===== src/rtl/tmds_encoder.sv =====
// TMDS 8b/10b symbol encoder: two-stage pipeline for video, control, guard band and TERC4.
// Define TMDS_ENCODER_TERC4_EN to enable the TERC4 data-island table on island_en.
module tmds_encoder #(
  parameter int unsigned CHANNEL = 0
) (
  input  logic       clk,
  input  logic       reset_n,
  input  logic       de,
  input  logic [7:0] din,
  input  logic       c0,
  input  logic       c1,
  input  logic       vgb,
  input  logic       island_en,
  input  logic [3:0] aux,
  output logic [9:0] dout
);

  localparam int unsigned DATA_W = 8;
  localparam int unsigned SYM_W  = 10;
  localparam int unsigned ONES_W = 4;
  localparam int unsigned CNT_W  = 5;
  localparam int unsigned SUM_W  = 6;

  localparam logic [SYM_W-1:0] CTRL_00 = 10'b1101010100;
  localparam logic [SYM_W-1:0] CTRL_01 = 10'b0010101011;
  localparam logic [SYM_W-1:0] CTRL_10 = 10'b0101010100;
  localparam logic [SYM_W-1:0] CTRL_11 = 10'b1010101011;
  localparam logic [SYM_W-1:0] GUARD   = (CHANNEL == 1) ? 10'b0100110011 : 10'b1011001100;

  function automatic logic [ONES_W-1:0] ones8(input logic [DATA_W-1:0] v);
    logic [ONES_W-1:0] s;
    s = '0;
    for (int i = 0; i < int'(DATA_W); i++) s = s + ONES_W'(v[i]);
    return s;
  endfunction

`ifdef TMDS_ENCODER_TERC4_EN
  function automatic logic [SYM_W-1:0] terc4(input logic [3:0] a);
    logic [SYM_W-1:0] r;
    case (a)
      4'h0:    r = 10'b1010011100;
      4'h1:    r = 10'b1001100011;
      4'h2:    r = 10'b1011100100;
      4'h3:    r = 10'b1011100010;
      4'h4:    r = 10'b0101110001;
      4'h5:    r = 10'b0100011110;
      4'h6:    r = 10'b0110001110;
      4'h7:    r = 10'b0100111100;
      4'h8:    r = 10'b1011001100;
      4'h9:    r = 10'b0100111001;
      4'hA:    r = 10'b0110011100;
      4'hB:    r = 10'b1011000110;
      4'hC:    r = 10'b1010001110;
      4'hD:    r = 10'b1001110001;
      4'hE:    r = 10'b0101100011;
      default: r = 10'b1011000011;
    endcase
    return r;
  endfunction
`else
  logic unused_island;
  assign unused_island = ^{island_en, aux};
`endif

  // Stage 1 combinational: transition-minimised q_m and non-video code select
  logic [ONES_W-1:0] din_ones;
  logic              use_xnor;
  logic [DATA_W:0]   qm_c;
  logic [ONES_W-1:0] qm_ones_c;
  logic [SYM_W-1:0]  code_c;

  always_comb begin
    din_ones = ones8(din);
    use_xnor = (din_ones > 4'd4) || ((din_ones == 4'd4) && !din[0]);
    qm_c     = '0;
    qm_c[0]  = din[0];
    for (int i = 1; i < int'(DATA_W); i++) begin
      qm_c[i] = use_xnor ? ~(qm_c[i-1] ^ din[i]) : (qm_c[i-1] ^ din[i]);
    end
    qm_c[DATA_W] = ~use_xnor;
    qm_ones_c    = ones8(qm_c[DATA_W-1:0]);
  end

  always_comb begin
    case ({c1, c0})
      2'b00:   code_c = CTRL_00;
      2'b01:   code_c = CTRL_01;
      2'b10:   code_c = CTRL_10;
      default: code_c = CTRL_11;
    endcase
`ifdef TMDS_ENCODER_TERC4_EN
    if (island_en) code_c = terc4(aux);
`endif
    if (vgb) code_c = GUARD;
  end

  logic              s1_video;
  logic [DATA_W:0]   s1_qm;
  logic [ONES_W-1:0] s1_n1;
  logic [ONES_W-1:0] s1_n0;
  logic [SYM_W-1:0]  s1_code;

  always_ff @(posedge clk or negedge reset_n) begin
    if (!reset_n) begin
      s1_video <= 1'b0;
      s1_qm    <= '0;
      s1_n1    <= '0;
      s1_n0    <= '0;
      s1_code  <= CTRL_00;
    end else begin
      s1_video <= de;
      s1_qm    <= qm_c;
      s1_n1    <= qm_ones_c;
      s1_n0    <= ONES_W'(DATA_W) - qm_ones_c;
      s1_code  <= code_c;
    end
  end

  // Stage 2 combinational: DC-balance decision and running disparity update
  logic signed [CNT_W-1:0] cnt;
  logic signed [CNT_W-1:0] cnt_nxt;
  logic signed [SUM_W-1:0] cnt_ext;
  logic signed [SUM_W-1:0] n1s;
  logic signed [SUM_W-1:0] n0s;
  logic signed [SUM_W-1:0] cnt_sum;
  logic [SYM_W-1:0]        dout_nxt;
  logic                    q8;
  logic                    cnt_pos;
  logic                    cnt_neg;

  always_comb begin
    dout_nxt = s1_code;
    cnt_nxt  = '0;
    cnt_sum  = '0;
    q8       = s1_qm[DATA_W];
    cnt_ext  = {cnt[CNT_W-1], cnt};
    n1s      = signed'({2'b00, s1_n1});
    n0s      = signed'({2'b00, s1_n0});
    cnt_neg  = cnt[CNT_W-1];
    cnt_pos  = !cnt[CNT_W-1] && (cnt != '0);
    if (s1_video) begin
      if ((cnt == '0) || (s1_n1 == s1_n0)) begin
        dout_nxt = {~q8, q8, q8 ? s1_qm[DATA_W-1:0] : ~s1_qm[DATA_W-1:0]};
        cnt_sum  = q8 ? (cnt_ext + (n1s - n0s)) : (cnt_ext + (n0s - n1s));
      end else if ((cnt_pos && (s1_n1 > s1_n0)) || (cnt_neg && (s1_n0 > s1_n1))) begin
        dout_nxt = {1'b1, q8, ~s1_qm[DATA_W-1:0]};
        cnt_sum  = cnt_ext + (q8 ? 6'sd2 : 6'sd0) + (n0s - n1s);
      end else begin
        dout_nxt = {1'b0, q8, s1_qm[DATA_W-1:0]};
        cnt_sum  = cnt_ext + (n1s - n0s) - (q8 ? 6'sd0 : 6'sd2);
      end
      cnt_nxt = cnt_sum[CNT_W-1:0];
    end
  end

  always_ff @(posedge clk or negedge reset_n) begin
    if (!reset_n) begin
      dout <= CTRL_00;
      cnt  <= '0;
    end else begin
      dout <= dout_nxt;
      cnt  <= cnt_nxt;
    end
  end

endmodule


===== config.mk =====
export PLATFORM = sky130hd
export DESIGN_NAME = tmds_encoder
export DESIGN_NICKNAME = d
export VERILOG_FILES = /design/src/rtl/tmds_encoder.sv
export SDC_FILE = /design/constraint.sdc
export NUM_CORES = 1
export LEC_CHECK = 0
export ABC_AREA = 1
export CAP_MARGIN = 20
export CORE_MARGIN = 5
export CORE_UTILIZATION = 30
export CTS_CLUSTER_DIAMETER = 80
export DETAILED_ROUTE_END_ITERATION = 8
export PLACE_DENSITY = 0.52
export SYNTH_ARGS = -nofsm -noshare
export SYNTH_HDL_FRONTEND = slang
export SYNTH_SLANG_ARGS = --single-unit

===== constraint.sdc =====
create_clock -name clk -period 3.4 [get_ports clk]
set_input_delay 0.34 -clock clk [delete_from_list [all_inputs] [get_ports clk]]
set_output_delay 0.34 -clock clk [all_outputs]
set_load 0.03 [all_outputs]

==> flow_summary.json <==
{
  "outcome": "finished with violations",
  "violations": "setup timing",
  "max_freq_mhz": 179.0,
  "ctsHtreeMaxLevel": 2,
  "num-nets-final": 480,
  "crit_start": "din[3]",
  "routed_via_density": 4.181,
  "r2r_end": "cnt[4]$_DFF_PN0_",
  "rsz0062_at_grt": "yes",
  "ant_nets": 0,
  "reg2reg_slack_ns": 0.57,
  "post-place-ws_ns": -3.076,
  "grt_usage": 0.1070,
  "clock_skew_ns": 0.009720,
  "setup_ws_ns": -2.187,
  "relSlewSlack": 0.4734,
  "grt_pass1_wl_mm": 10.07,
  "grt_pass1_vias": 2305,
  "synthCells": 350,
  "drive_gt1_frac": 0.2632,
  "instances_no_fill": 547,
  "dieArea_mm2": 0.01155,
  "routedWlPerCell_um": 10.74,
  "core_area_mm2": 0.009240,
  "ctsHoldBuffers": 0,
  "placed_area_mm2": 0.003512,
  "row_count": 35,
  "netlist_area_mm2": 0.002849,
  "die_h_um": 107.5,
  "maxSlewViolCount": 0,
  "crit_required_ns": 3.61,
  "synthToLayoutAreaGrowth_pct": 32.85,
  "synth_area_leaders": "dfrtp_1, ha_1, nand2_1, fa_1, inv_1",
  "worstMarginPinSlew_ns": 0.7899,
  "cp-end-kind": "flop",
  "postSynthRegisterBits": 37,
  "vias": 2287,
  "critPathKind": "input port to flop",
  "ys_warn_count": 0,
  "antenna_found_initial": 0,
  "yosysTopAreaCell": "dfrtp_1",
  "period_needed_ns": 5.587,
  "clock_latency_ns": 0.29,
  "min-delay-path-class": "input port to async pin",
  "io_pins": 29,
  "yosysUniqueCellTypes": 25,
  "hold_viol_final": 0,
  "clkTransAtPathRegs_ns": 0.08,
  "synth_nets": 412,
  "fin_area_mm2": 0.003785,
  "cts_tree": "built",
  "dpl.cell_count": 533,
  "numCtsBuffers": 5,
  "dr.pass1.iters": 4,
  "rr_startpoint": "s1_n1[1]$_DFF_PN0_",
  "syn_area_per_cell_um2": 8.140,
  "drcViolationCount": 0,
  "dpl.hpwl_mm": 4.846,
  "cts.sinks": 37,
  "crit_end": "s1_n0[3]$_DFF_PN0_",
  "n_antenna_cell": 0,
  "path_max_fanout": 3,
  "ys_seq_area_frac": 0.3285,
  "setup_viol": 10,
  "grt_max_degree": 38,
  "reg2reg_depth": 16,
  "arrival_ns": 5.80,
  "initial_core_util": 0.3083,
  "drt_wl_total_mm": 5.875,
  "gp_congestion": 0.8110,
  "maxCapViolCount": 0,
  "die_w_um": 107.5,
  "clock-root-buffer": "clkbuf_8",
  "post-route-period-util": 1.643,
  "synth_top_area_frac": 0.2547,
  "port_buffers": 23,
  "drt_iter0_markers": 76,
  "cp-start-kind": "input port",
  "gr-total-overflow": 0,
  "clk_path_buf_depth": 2
}
routing by layer:
layer / up-vias / track usage / wire, um
met4: 0 / 0.03066 / 73
met5: - / 0 / 0
li1: 1198 / - / -
met3: 5 / 0.01680 / 183
met2: 38 / 0.1868 / 2979
met1: 1046 / 0.1367 / 2639
logic make-up after synthesis:
group	after synthesis	synth area share
AO/OA/AOI/OAI	17	0.03294
XOR/XNOR	12	0.03689
adder cells (fa/ha/maj)	43	0.2284
buffers and inverters	79	0.1054
flip-flops	37	0.3285
AND/OR/NAND/NOR	162	0.2679
critical path, stage by stage:
cell	delay, ns
buf_8	0.08
inv_6	0.03
fa_1	0.49
fa_1	0.51
fa_1	0.53
inv_2	0.05
ha_4	0.15
fa_2	0.52
nor2_1	0.04
nand2_1	0.06
nand2_2	0.07
nand2_4	0.10
xor2_2	0.14
inv_1	0.07
fa_1	0.47
fa_1	0.51
inv_2	0.04
fa_1	0.51
ha_4	0.14
inv_2	0.04
fa_2	0.55
inv_2	0.04
nor3_2	0.18
xor2_1	0.15
stage by stage:
stage	util	setup TNS, ns	hold WS [ns]
after detailed placement	0.3801	-23.88	0.4495
after global placement	0.3801	-22.11	0.4476
after CTS	0.4008	-15.58	0.1572
after floorplan	-	-13.17	0.04441
final	0.4096	-13.53	0.1280
after global routing	0.4096	-14.96	0.1977
layout by cell type (no fill, tap or decap), drive strengths merged, types with 5 or more instances in the layout:
master,netlist,layout
a21oi,6,6
buf,1,44
clkbuf,1,6
clkdlybuf4s50,0,19
dfrtp,29,29
dfstp,8,8
fa,15,15
ha,28,28
inv,77,77
nand2,105,105
nand3,40,40
nand3b,5,5
nor2,11,11
o21ai,9,9
xnor2,6,6
xor2,6,6
cells in the mapped netlist, drive strengths merged:
| cell type | count |
|---|---|
| nand3b | 5 |
| nor2 | 11 |
| xnor2 | 6 |
| clkbuf | 1 |
| xor2 | 6 |
| a21boi | 1 |
| a21oi | 6 |
| fa | 15 |
| dfrtp | 29 |
| inv | 77 |
| nand3 | 40 |
| o211ai | 1 |
| ha | 28 |
| nand2 | 105 |
| dfstp | 8 |
| nor3 | 1 |
| o21ai | 9 |
| buf | 1 |
layout make-up:
class / count / area (um2)
well taps: 129 / 161.4
multi-input cells: 234 / 1758
clock buffers: 6 / 72.57
clock inverters: 1 / 8.758
flip-flops and latches: 37 / 935.9
inverters: 77 / 304.0
fillers: 939 / 5455
repair buffers: 63 / 544.3
what timing repair did:
action	CTS	global route
setup endpoints to repair	13	10
resized for setup	31	20
buffers inserted	6	3
pin swaps	20	23
registers in the layout (all words and copies together), names as in the netlist:
name and count:
s1_n0 4, s1_qm 9, dout 10, cnt 5, s1_n1 3, s1_video 1, s1_code 5
worst min-delay path by stage:
stage | to | cells past startpoint | startpoint | slack, ns
finish | cnt[3]$_DFF_PN0_ | 1 | reset_n | 0.13
global route | cnt[3]$_DFF_PN0_ | 1 | reset_n | 0.20
CTS | cnt[3]$_DFF_PN0_ | 1 | reset_n | 0.16
detailed placement | dout[9]$_DFF_PN1_ | 2 | s1_code[9]$_DFF_PN1_ | 0.45
global placement | dout[9]$_DFF_PN1_ | 2 | s1_code[9]$_DFF_PN1_ | 0.45
floorplan | cnt[0]$_DFF_PN0_ | 0 | reset_n | 0.04
Power is left out: the tool's default activity adds up to more than one toggle a clock period on the data nets, which glitch-free logic cannot reach.
